$ cat config.mk
export PLATFORM = sky130hd
export DESIGN_NAME = game_sprite_anim_top
export DESIGN_NICKNAME = d
export VERILOG_FILES = /design/src/rtl/game_sprite_pkg.sv /design/src/rtl/game_sprite_anim_display.sv /design/src/rtl/game_sprite_anim_top.sv
export SDC_FILE = /design/constraint.sdc
export NUM_CORES = 1
export LEC_CHECK = 0
export BUFFER_PORTS_ARGS = -buffer_cell sky130_fd_sc_hd__buf_2
export CAP_MARGIN = 20
export CORE_AREA = 5 5 105 107
export CTS_CLUSTER_DIAMETER = 100
export CTS_CLUSTER_SIZE = 14
export DETAILED_ROUTE_END_ITERATION = 8
export DIE_AREA = 0 0 110 112
export GPL_ROUTABILITY_DRIVEN = 0
export GPL_TIMING_DRIVEN = 0
export PLACE_DENSITY = 0.72
export REMOVE_ABC_BUFFERS = 1
export SLEW_MARGIN = 10
export SYNTH_ARGS = -nofsm -noshare
export SYNTH_HDL_FRONTEND = slang
export SYNTH_HIERARCHICAL = 1
export SYNTH_SLANG_ARGS = --single-unit
$ cat constraint.sdc
create_clock -name clk -period 8.7 [get_ports clk]
set_input_delay 0.87 -clock clk [delete_from_list [all_inputs] [get_ports clk]]
set_output_delay 0.87 -clock clk [all_outputs]
set_load 0.02 [all_outputs]
$ cat src/rtl/game_sprite_pkg.sv
`default_nettype none
// +----------------------------------------------------------------------------+
// | Module  : game_sprite_pkg                                                  |
// | Purpose : Shared types and constants for the animated sprite block.        |
// |           edge_mode_t selects how a sprite axis reacts at a screen edge.   |
// | Ports   : none (package)                                                   |
// | Rev     : 1.0  initial release                                             |
// +----------------------------------------------------------------------------+
`ifndef GAME_RGB_WIDTH
`define GAME_RGB_WIDTH 3
`endif

package game_sprite_pkg;

    localparam int PIXEL_CODE_W = 4;

    typedef enum logic [1:0] {
        EDGE_STOP   = 2'd0,
        EDGE_WRAP   = 2'd1,
        EDGE_BOUNCE = 2'd2
    } edge_mode_t;

    // Raw code 3 is not a defined mode and behaves as STOP.
    function automatic edge_mode_t decode_edge_mode(input logic [1:0] raw);
        case (raw)
            2'd1:    return EDGE_WRAP;
            2'd2:    return EDGE_BOUNCE;
            default: return EDGE_STOP;
        endcase
    endfunction

endpackage

`default_nettype wire

$ cat src/rtl/game_sprite_anim_display.sv
`default_nettype none
// +----------------------------------------------------------------------------+
// | Module  : game_sprite_anim_display                                         |
// | Purpose : Hit test of the beam pixel against the sprite box, bitmap lookup |
// |           in the current frame, registered colour output (1 clk latency).  |
// | Ports   : clk, rst_n (async active-low), pixel_x_i/pixel_y_i beam pixel,  |
// |           sprite_x_i/sprite_y_i top-left corner, frame_idx_i frame,        |
// |           rgb_en_o opaque flag, rgb_o colour (0 when not opaque).          |
// | Rev     : 1.0  initial release                                             |
// +----------------------------------------------------------------------------+
module game_sprite_anim_display
    import game_sprite_pkg::*;
#(
    parameter int SPRITE_WIDTH  = 8,
    parameter int SPRITE_HEIGHT = 8,
    parameter int N_FRAMES      = 4,
    parameter int W_X           = 10,
    parameter int W_Y           = 9,
    parameter int FRAME_W       = 2,
    parameter int RGB_W         = 3,
    parameter logic [N_FRAMES*SPRITE_HEIGHT*SPRITE_WIDTH*PIXEL_CODE_W-1:0] BITMAP = '0
) (
    input  logic               clk,
    input  logic               rst_n,
    input  logic [W_X-1:0]     pixel_x_i,
    input  logic [W_Y-1:0]     pixel_y_i,
    input  logic [W_X-1:0]     sprite_x_i,
    input  logic [W_Y-1:0]     sprite_y_i,
    input  logic [FRAME_W-1:0] frame_idx_i,
    output logic               rgb_en_o,
    output logic [RGB_W-1:0]   rgb_o
);

    localparam int COL_W = (SPRITE_WIDTH  > 1) ? $clog2(SPRITE_WIDTH)  : 1;
    localparam int ROW_W = (SPRITE_HEIGHT > 1) ? $clog2(SPRITE_HEIGHT) : 1;
    localparam int N_PIX = N_FRAMES * SPRITE_HEIGHT * SPRITE_WIDTH;
    localparam int NIB_W = (N_PIX > 1) ? $clog2(N_PIX) : 1;

    logic                    w_in_x;
    logic                    w_in_y;
    logic [COL_W-1:0]        w_col;
    logic [ROW_W-1:0]        w_row;
    logic [NIB_W-1:0]        w_nib;
    logic [PIXEL_CODE_W-1:0] w_code;
    logic                    w_opaque;
    logic                    rgb_en_q;
    logic [RGB_W-1:0]        rgb_q;

    always_comb begin
        // One extra bit so x+W-1 near the top of the coordinate range cannot wrap.
        w_in_x = ({1'b0, pixel_x_i} >= {1'b0, sprite_x_i}) &&
                 ({1'b0, pixel_x_i} <  ({1'b0, sprite_x_i} + (W_X+1)'(SPRITE_WIDTH)));
        w_in_y = ({1'b0, pixel_y_i} >= {1'b0, sprite_y_i}) &&
                 ({1'b0, pixel_y_i} <  ({1'b0, sprite_y_i} + (W_Y+1)'(SPRITE_HEIGHT)));
        w_col  = COL_W'(pixel_x_i - sprite_x_i);
        w_row  = ROW_W'(pixel_y_i - sprite_y_i);
        w_nib  = NIB_W'((int'(frame_idx_i) * SPRITE_HEIGHT + int'(w_row)) * SPRITE_WIDTH
                        + int'(w_col));
        // Nibble index times four selects the 4-bit code.
        w_code   = BITMAP[{w_nib, 2'b00} +: PIXEL_CODE_W];
        w_opaque = w_in_x && w_in_y && (w_code != '0);
    end

    always_ff @(posedge clk or negedge rst_n) begin
        if (!rst_n) begin
            rgb_en_q <= 1'b0;
            rgb_q    <= '0;
        end else begin
            rgb_en_q <= w_opaque;
            rgb_q    <= w_opaque ? w_code[RGB_W-1:0] : '0;
        end
    end

    assign rgb_en_o = rgb_en_q;
    assign rgb_o    = rgb_q;

endmodule

`default_nettype wire

$ cat src/rtl/game_sprite_anim_top.sv
`default_nettype none
// +----------------------------------------------------------------------------+
// | Module  : game_sprite_anim_top                                             |
// | Purpose : One moving, animated sprite: position/speed registers with       |
// |           per-axis STOP/WRAP/BOUNCE edge handling, frame animation and a   |
// |           registered pixel output for the screen mixer.                    |
// | Ports   : clk, rst_n (async active-low); pixel_x_i/pixel_y_i beam pixel;   |
// |           sprite_write_* position/speed/mode loads; sprite_enable_update_i,|
// |           anim_enable_i, frame_write_i/frame_write_idx_i animation control;|
// |           sprite_x_o/y_o, sprite_dx_o/dy_o, frame_idx_o state; rgb_en_o,   |
// |           rgb_o pixel output; hit_wall_o edge-event pulse.                 |
// | Rev     : 1.0  initial release                                             |
// +----------------------------------------------------------------------------+
module game_sprite_anim_top
    import game_sprite_pkg::*;
#(
    parameter int SPRITE_WIDTH  = 8,
    parameter int SPRITE_HEIGHT = 8,
    parameter int N_FRAMES      = 4,
    parameter int FRAME_DIV     = 8,
    parameter int DX_WIDTH      = 3,
    parameter int DY_WIDTH      = 3,
    parameter int SCREEN_WIDTH  = 640,
    parameter int SCREEN_HEIGHT = 480,
    parameter int STROBE_W      = 20,
    parameter logic [N_FRAMES*SPRITE_HEIGHT*SPRITE_WIDTH*PIXEL_CODE_W-1:0] BITMAP = '0,
    localparam int W_X     = $clog2(SCREEN_WIDTH),
    localparam int W_Y     = $clog2(SCREEN_HEIGHT),
    localparam int FRAME_W = (N_FRAMES > 1) ? $clog2(N_FRAMES) : 1,
    localparam int RGB_W   = `GAME_RGB_WIDTH
) (
    input  logic                       clk,
    input  logic                       rst_n,
    input  logic [W_X-1:0]             pixel_x_i,
    input  logic [W_Y-1:0]             pixel_y_i,
    input  logic                       sprite_write_xy_i,
    input  logic [W_X-1:0]             sprite_write_x_i,
    input  logic [W_Y-1:0]             sprite_write_y_i,
    input  logic                       sprite_write_dxy_i,
    input  logic signed [DX_WIDTH-1:0] sprite_write_dx_i,
    input  logic signed [DY_WIDTH-1:0] sprite_write_dy_i,
    input  logic [1:0]                 edge_mode_x_i,
    input  logic [1:0]                 edge_mode_y_i,
    input  logic                       sprite_enable_update_i,
    input  logic                       anim_enable_i,
    input  logic                       frame_write_i,
    input  logic [FRAME_W-1:0]         frame_write_idx_i,
    output logic [W_X-1:0]             sprite_x_o,
    output logic [W_Y-1:0]             sprite_y_o,
    output logic signed [DX_WIDTH-1:0] sprite_dx_o,
    output logic signed [DY_WIDTH-1:0] sprite_dy_o,
    output logic [FRAME_W-1:0]         frame_idx_o,
    output logic                       rgb_en_o,
    output logic [RGB_W-1:0]           rgb_o,
    output logic                       hit_wall_o
);

    // Common signed width wide enough for either axis plus a sign bit and headroom.
    localparam int AW     = ((W_X > W_Y) ? W_X : W_Y) + 2;
    localparam int FDIV_W = (FRAME_DIV > 1) ? $clog2(FRAME_DIV) : 1;
    localparam logic signed [AW-1:0] C_XMAX = AW'(SCREEN_WIDTH  - SPRITE_WIDTH);
    localparam logic signed [AW-1:0] C_YMAX = AW'(SCREEN_HEIGHT - SPRITE_HEIGHT);

    logic [STROBE_W-1:0]        strobe_cnt_q;
    logic [W_X-1:0]             x_q;
    logic [W_Y-1:0]             y_q;
    logic signed [DX_WIDTH-1:0] dx_q;
    logic signed [DY_WIDTH-1:0] dy_q;
    edge_mode_t                 mode_x_q;
    edge_mode_t                 mode_y_q;
    logic [FRAME_W-1:0]         frame_q;
    logic [FDIV_W-1:0]          fdiv_q;
    logic                       hit_wall_q;

    logic                       w_upd;
    logic signed [AW-1:0]       x_d;
    logic signed [AW-1:0]       y_d;
    logic                       w_hit_x;
    logic                       w_hit_y;
    logic                       w_flip_x;
    logic                       w_flip_y;
    logic signed [DX_WIDTH-1:0] dx_d;
    logic signed [DY_WIDTH-1:0] dy_d;
    logic [FRAME_W-1:0]         w_frame_load;

    // Moves one axis by its speed and applies the edge rule. Landing exactly on
    // 0 or lim is not an edge event.
    function automatic void axis_step(
        input  logic signed [AW-1:0] pos,
        input  logic signed [AW-1:0] spd,
        input  logic signed [AW-1:0] lim,
        input  edge_mode_t           mode,
        output logic signed [AW-1:0] new_pos,
        output logic                 hit,
        output logic                 flip
    );
        logic signed [AW-1:0] n;
        n       = pos + spd;
        new_pos = n;
        hit     = 1'b0;
        flip    = 1'b0;
        if (n > lim) begin
            hit     = 1'b1;
            new_pos = (mode == EDGE_WRAP) ? (n - lim - AW'(1)) : lim;
            flip    = (mode == EDGE_BOUNCE);
        end else if (n[AW-1]) begin
            hit     = 1'b1;
            new_pos = (mode == EDGE_WRAP) ? (n + lim + AW'(1)) : '0;
            flip    = (mode == EDGE_BOUNCE);
        end
    endfunction

    always_comb begin
        w_upd = (strobe_cnt_q == '0) && sprite_enable_update_i;
        axis_step(AW'({1'b0, x_q}), AW'(dx_q), C_XMAX, mode_x_q, x_d, w_hit_x, w_flip_x);
        axis_step(AW'({1'b0, y_q}), AW'(dy_q), C_YMAX, mode_y_q, y_d, w_hit_y, w_flip_y);
        // Negating the most-negative speed would overflow; saturate to max positive.
        dx_d = (dx_q == {1'b1, {(DX_WIDTH-1){1'b0}}}) ? {1'b0, {(DX_WIDTH-1){1'b1}}} : -dx_q;
        dy_d = (dy_q == {1'b1, {(DY_WIDTH-1){1'b0}}}) ? {1'b0, {(DY_WIDTH-1){1'b1}}} : -dy_q;
        w_frame_load = ({1'b0, frame_write_idx_i} >= (FRAME_W+1)'(N_FRAMES)) ? '0
                                                                             : frame_write_idx_i;
    end

    always_ff @(posedge clk or negedge rst_n) begin
        if (!rst_n) begin
            strobe_cnt_q <= '0;
            x_q          <= '0;
            y_q          <= '0;
            dx_q         <= '0;
            dy_q         <= '0;
            mode_x_q     <= EDGE_STOP;
            mode_y_q     <= EDGE_STOP;
            frame_q      <= '0;
            fdiv_q       <= '0;
            hit_wall_q   <= 1'b0;
        end else begin
            strobe_cnt_q <= strobe_cnt_q + STROBE_W'(1);
            hit_wall_q   <= w_upd && (w_hit_x || w_hit_y);

            // Host writes take precedence over the motion result of the same cycle.
            if (sprite_write_xy_i) begin
                x_q <= sprite_write_x_i;
                y_q <= sprite_write_y_i;
            end else if (w_upd) begin
                x_q <= W_X'(x_d);
                y_q <= W_Y'(y_d);
            end

            if (sprite_write_dxy_i) begin
                dx_q     <= sprite_write_dx_i;
                dy_q     <= sprite_write_dy_i;
                mode_x_q <= decode_edge_mode(edge_mode_x_i);
                mode_y_q <= decode_edge_mode(edge_mode_y_i);
            end else if (w_upd) begin
                if (w_flip_x) dx_q <= dx_d;
                if (w_flip_y) dy_q <= dy_d;
            end

            if (frame_write_i) begin
                frame_q <= w_frame_load;
                fdiv_q  <= '0;
            end else if (w_upd && anim_enable_i) begin
                if (fdiv_q == FDIV_W'(FRAME_DIV - 1)) begin
                    fdiv_q  <= '0;
                    frame_q <= (frame_q == FRAME_W'(N_FRAMES - 1)) ? '0 : frame_q + FRAME_W'(1);
                end else begin
                    fdiv_q <= fdiv_q + FDIV_W'(1);
                end
            end
        end
    end

    game_sprite_anim_display #(
        .SPRITE_WIDTH  (SPRITE_WIDTH),
        .SPRITE_HEIGHT (SPRITE_HEIGHT),
        .N_FRAMES      (N_FRAMES),
        .W_X           (W_X),
        .W_Y           (W_Y),
        .FRAME_W       (FRAME_W),
        .RGB_W         (RGB_W),
        .BITMAP        (BITMAP)
    ) u_display (
        .clk         (clk),
        .rst_n       (rst_n),
        .pixel_x_i   (pixel_x_i),
        .pixel_y_i   (pixel_y_i),
        .sprite_x_i  (x_q),
        .sprite_y_i  (y_q),
        .frame_idx_i (frame_q),
        .rgb_en_o    (rgb_en_o),
        .rgb_o       (rgb_o)
    );

    assign sprite_x_o  = x_q;
    assign sprite_y_o  = y_q;
    assign sprite_dx_o = dx_q;
    assign sprite_dy_o = dy_q;
    assign frame_idx_o = frame_q;
    assign hit_wall_o  = hit_wall_q;

endmodule

`default_nettype wire

==> qor.txt <==
clock root cell = clkbuf_8
drt total wl = 12,400 um
setup bufs post-CTS = 0
Remaining DRCs = 0
clk buf depth = 2
vias in the first global route = 4,419
Power Dens Cells = 179 nW/um2
Initial DRC Count = 311
final hold vios = 0
status = finished clean
TritonCTS clock tree = yes
Std-Cell Core Area = 10,000 um2
Main synth FF type = dfrtp_1
switching pwr = 0.000430 W
synthesized cell area = 4860 um2
Top Family by Delay on Critical Path = compound AO/OA/AOI/OAI gates
GR Util met3 = 3.19%
Worst Path Buf+Inv = 0
part of the power in the clock network = 18.4%
combinational share of power = 52.0%
CP Class = register to register
Hold Buf Count CTS = 0
DP HPWL = 9470 um
worst clock skew = 8.25 ps
crit-path cells = ha_1 > nor2b_4 > o311ai_4 > a21oi_1 > nor3_2 > o311ai_4 > a21oi_1 > nor4_1 > o32ai_1
Placed Area = 5310 um2
Die W = 110 um
Starting Density = 48.4%
met2 Use GR = 33.5%
leak pwr = 2.31 nW
DR vias = 4,584
PortBufs = 65
max_cap viols = 0
Worst-Skew Late Latency = 320 ps
total gr overflow = 0
RSZ-0062 raised after global routing = no
FILL cells = 929
worst hold-check path type = register to register
Final Setup Violations = 0
share of layout cells above drive strength 1 = 16.6%
row count = 37
die footprint = 12,300 um2
Period minus WS final = 3930 ps
post-synth cell types = 81
met1 usage = 29.5%
crit-path max cell delay = 770 ps
Int Pwr = 0.000543 W
Seq cells post-synth = 55
H-Tree Depth = 2
Worst Max-Slew Pin Slew = 982 ps
Design Area, Final = 5430 um2
Fmax = 0.255 GHz
Layout area overhead = 11.6%
Worst EP arrival = 4130 ps
Synthesis Warnings = 6
Flop pwr share = 29.5%
Detail Route Antenna Nets = 0
Post-synth EDFFs = 0
syn avg cell area = 8.41 um2
Req. time, crit path = 8900 ps
Final #Nets = 728
clk sinks = 55
crit path launch type = register
post-CTS resize count = 0
largest net degree at the start of global routing = 40
VDD IR max = 99.2 uV
drt via density = 5.93
initial antenna violation count = 0
first-pass GRT wire length = 21,200 um
post-synthesis sequential area ratio = 28.3%
total global-route track usage = 20.9%
slowest CP cell = dfrtp_1
Synth async-reset ratio = 100%
clock buffer count from CTS = 5
GRT busiest layer = met2
Wirelength per Cell = 16.0 um
# diodes = 0
CTS clk-pin slew, worst paths = 110 ps
Die Y-Extent = 112 um
Sw Share = 44.2%
CP Max Fanout = 17
max_slew headroom = 34.0%
first drt pass iteration count = 5
final slew viol count = 0
Cells after Synth = 578
setup_tns = 0 ps
Top-Level Pins = 89
Final Cycle Share = 45.1%
crit end category = register
-- metrics by stage --
stage	std cells	util (%)	hold WS, ps	power (W)	setup slack (ps)
floorplan	561	-	447	0.000672	5160
global placement	762	52.4	462	0.000773	4590
detailed placement	764	52.8	470	0.000790	4730
CTS	772	54.0	490	0.000971	4700
global route	773	54.0	532	0.00104	4460
finish	773	54.0	486	0.000973	4770
-- worst register-to-register path: stages, from the launching register on --
cell      delay, ps
dfrtp_1         770
ha_1            450
nor2b_4         180
o311ai_4        320
a21oi_1         160
nor3_2          660
o311ai_4        220
a21oi_1         530
nor4_1          120
o32ai_1         390
-- Yosys cell counts, drive strengths merged, types with 9 or more instances --
| library cell | instances | area share [%] |
|---|---|---|
| ha | 33 | 8.5 |
| xnor2 | 30 | 5.6 |
| o21ai | 31 | 3.3 |
| nor3 | 28 | 3.0 |
| a21oi | 52 | 5.4 |
| nand3 | 21 | 2.2 |
| a31oi | 10 | 1.3 |
| dfrtp | 55 | 28 |
| nor2 | 57 | 4.5 |
| inv | 27 | 2.1 |
| xor2 | 14 | 2.7 |
| nand2 | 45 | 3.6 |
| nand2b | 11 | 1.4 |
| nand4 | 9 | 1.2 |
| clkbuf | 13 | 1.0 |
-- sequential cells by signal (all words and copies together) (netlist names) --
signal,cells
frame_idx_o,2
sprite_x_o,10
hit_wall_o,1
sprite_y_o,9
sprite_dy_o,3
mode_y_q,2
strobe_cnt_q,20
mode_x_q,2
sprite_dx_o,3
fdiv_q,3
-- logic make-up after synthesis --
group	count (synthesis)	share of synthesized area (%)
AOI/OAI and AO/OA	167	25.0
xor gates and xnor gates	44	8.23
adders and majority gates	35	9.32
buffers and inverters	47	4.27
DFF	55	28.3
muxes	8	1.67
other	1	0.0771
and+or+nand+nor	221	23.1
-- layout make-up --
| type | instances | area [um2] | share of cell area [%] |
|---|---|---|---|
| clock buffer | 5 | 68.8 | 1.27 |
| timing repair buffer | 68 | 365 | 6.73 |
| multi-input combinational | 479 | 3300 | 60.8 |
| inverter | 27 | 101 | 1.87 |
| tap | 136 | 170 | 3.14 |
| clock inverter | 3 | 46.3 | 0.853 |
| sequential | 55 | 1380 | 25.4 |
-- power groups by stage --
| stage | combinational (W) | clock, W | sequential (W) |
|---|---|---|---|
| 2_1_floorplan | 0.000367 | 0 | 0.000305 |
| 3_3_place_gp | 0.000482 | 0 | 0.000292 |
| 3_5_place_dp | 0.000497 | 0 | 0.000293 |
| 4_1_cts | 0.000500 | 0.000183 | 0.000288 |
| 5_1_grt | 0.000560 | 0.000194 | 0.000290 |
| 6_report | 0.000506 | 0.000179 | 0.000287 |
-- worst paths after layout --
| kind | slack (ps) | startpoint | endpoint | cells past startpoint |
|---|---|---|---|---|
| min reg2reg | 490 | strobe_cnt_q[19] | strobe_cnt_q[19] | 1 |
| max in group asynchronous | 7620 | rst_n | sprite_x_o[7] | 2 |
| max | 4770 | sprite_dx_o[2] | sprite_x_o[4] | 9 |
| min | 490 | strobe_cnt_q[19] | strobe_cnt_q[19] | 1 |
| min in group asynchronous | 520 | rst_n | sprite_x_o[9] | 1 |
| max reg2reg | 4770 | sprite_dx_o[2] | sprite_x_o[4] | 9 |
-- per-layer routing --
| layer | part of all wire, % | vias to the layer above |
|---|---|---|
| met5 | 0 | - |
| met4 | 1.3 | 0 |
| met3 | 5.1 | 15 |
| met2 | 48 | 131 |
| met1 | 46 | 2181 |
| li1 | - | 2257 |
-- cell usage in the layout, fill, tap and decap left out, drive strengths merged, types with 5 or more instances in the layout --
master and count:
dfrtp 55, o22ai 5, nor3b 8, a211oi 8, clkbuf 5, ha 33
o31ai 6, nor4 8, inv 28, nand3 21, nand2 45, xor2 14
o21ai 31, a21oi 52, nand2b 11, mux2i 7, xnor2 30, nor3 28
o2111ai 5, and3 5, nor2b 8, a31oi 10, nand4 9, buf 68
o311ai 8, nor2 57
No activity file was read; power rests on OpenSTA's default activity.
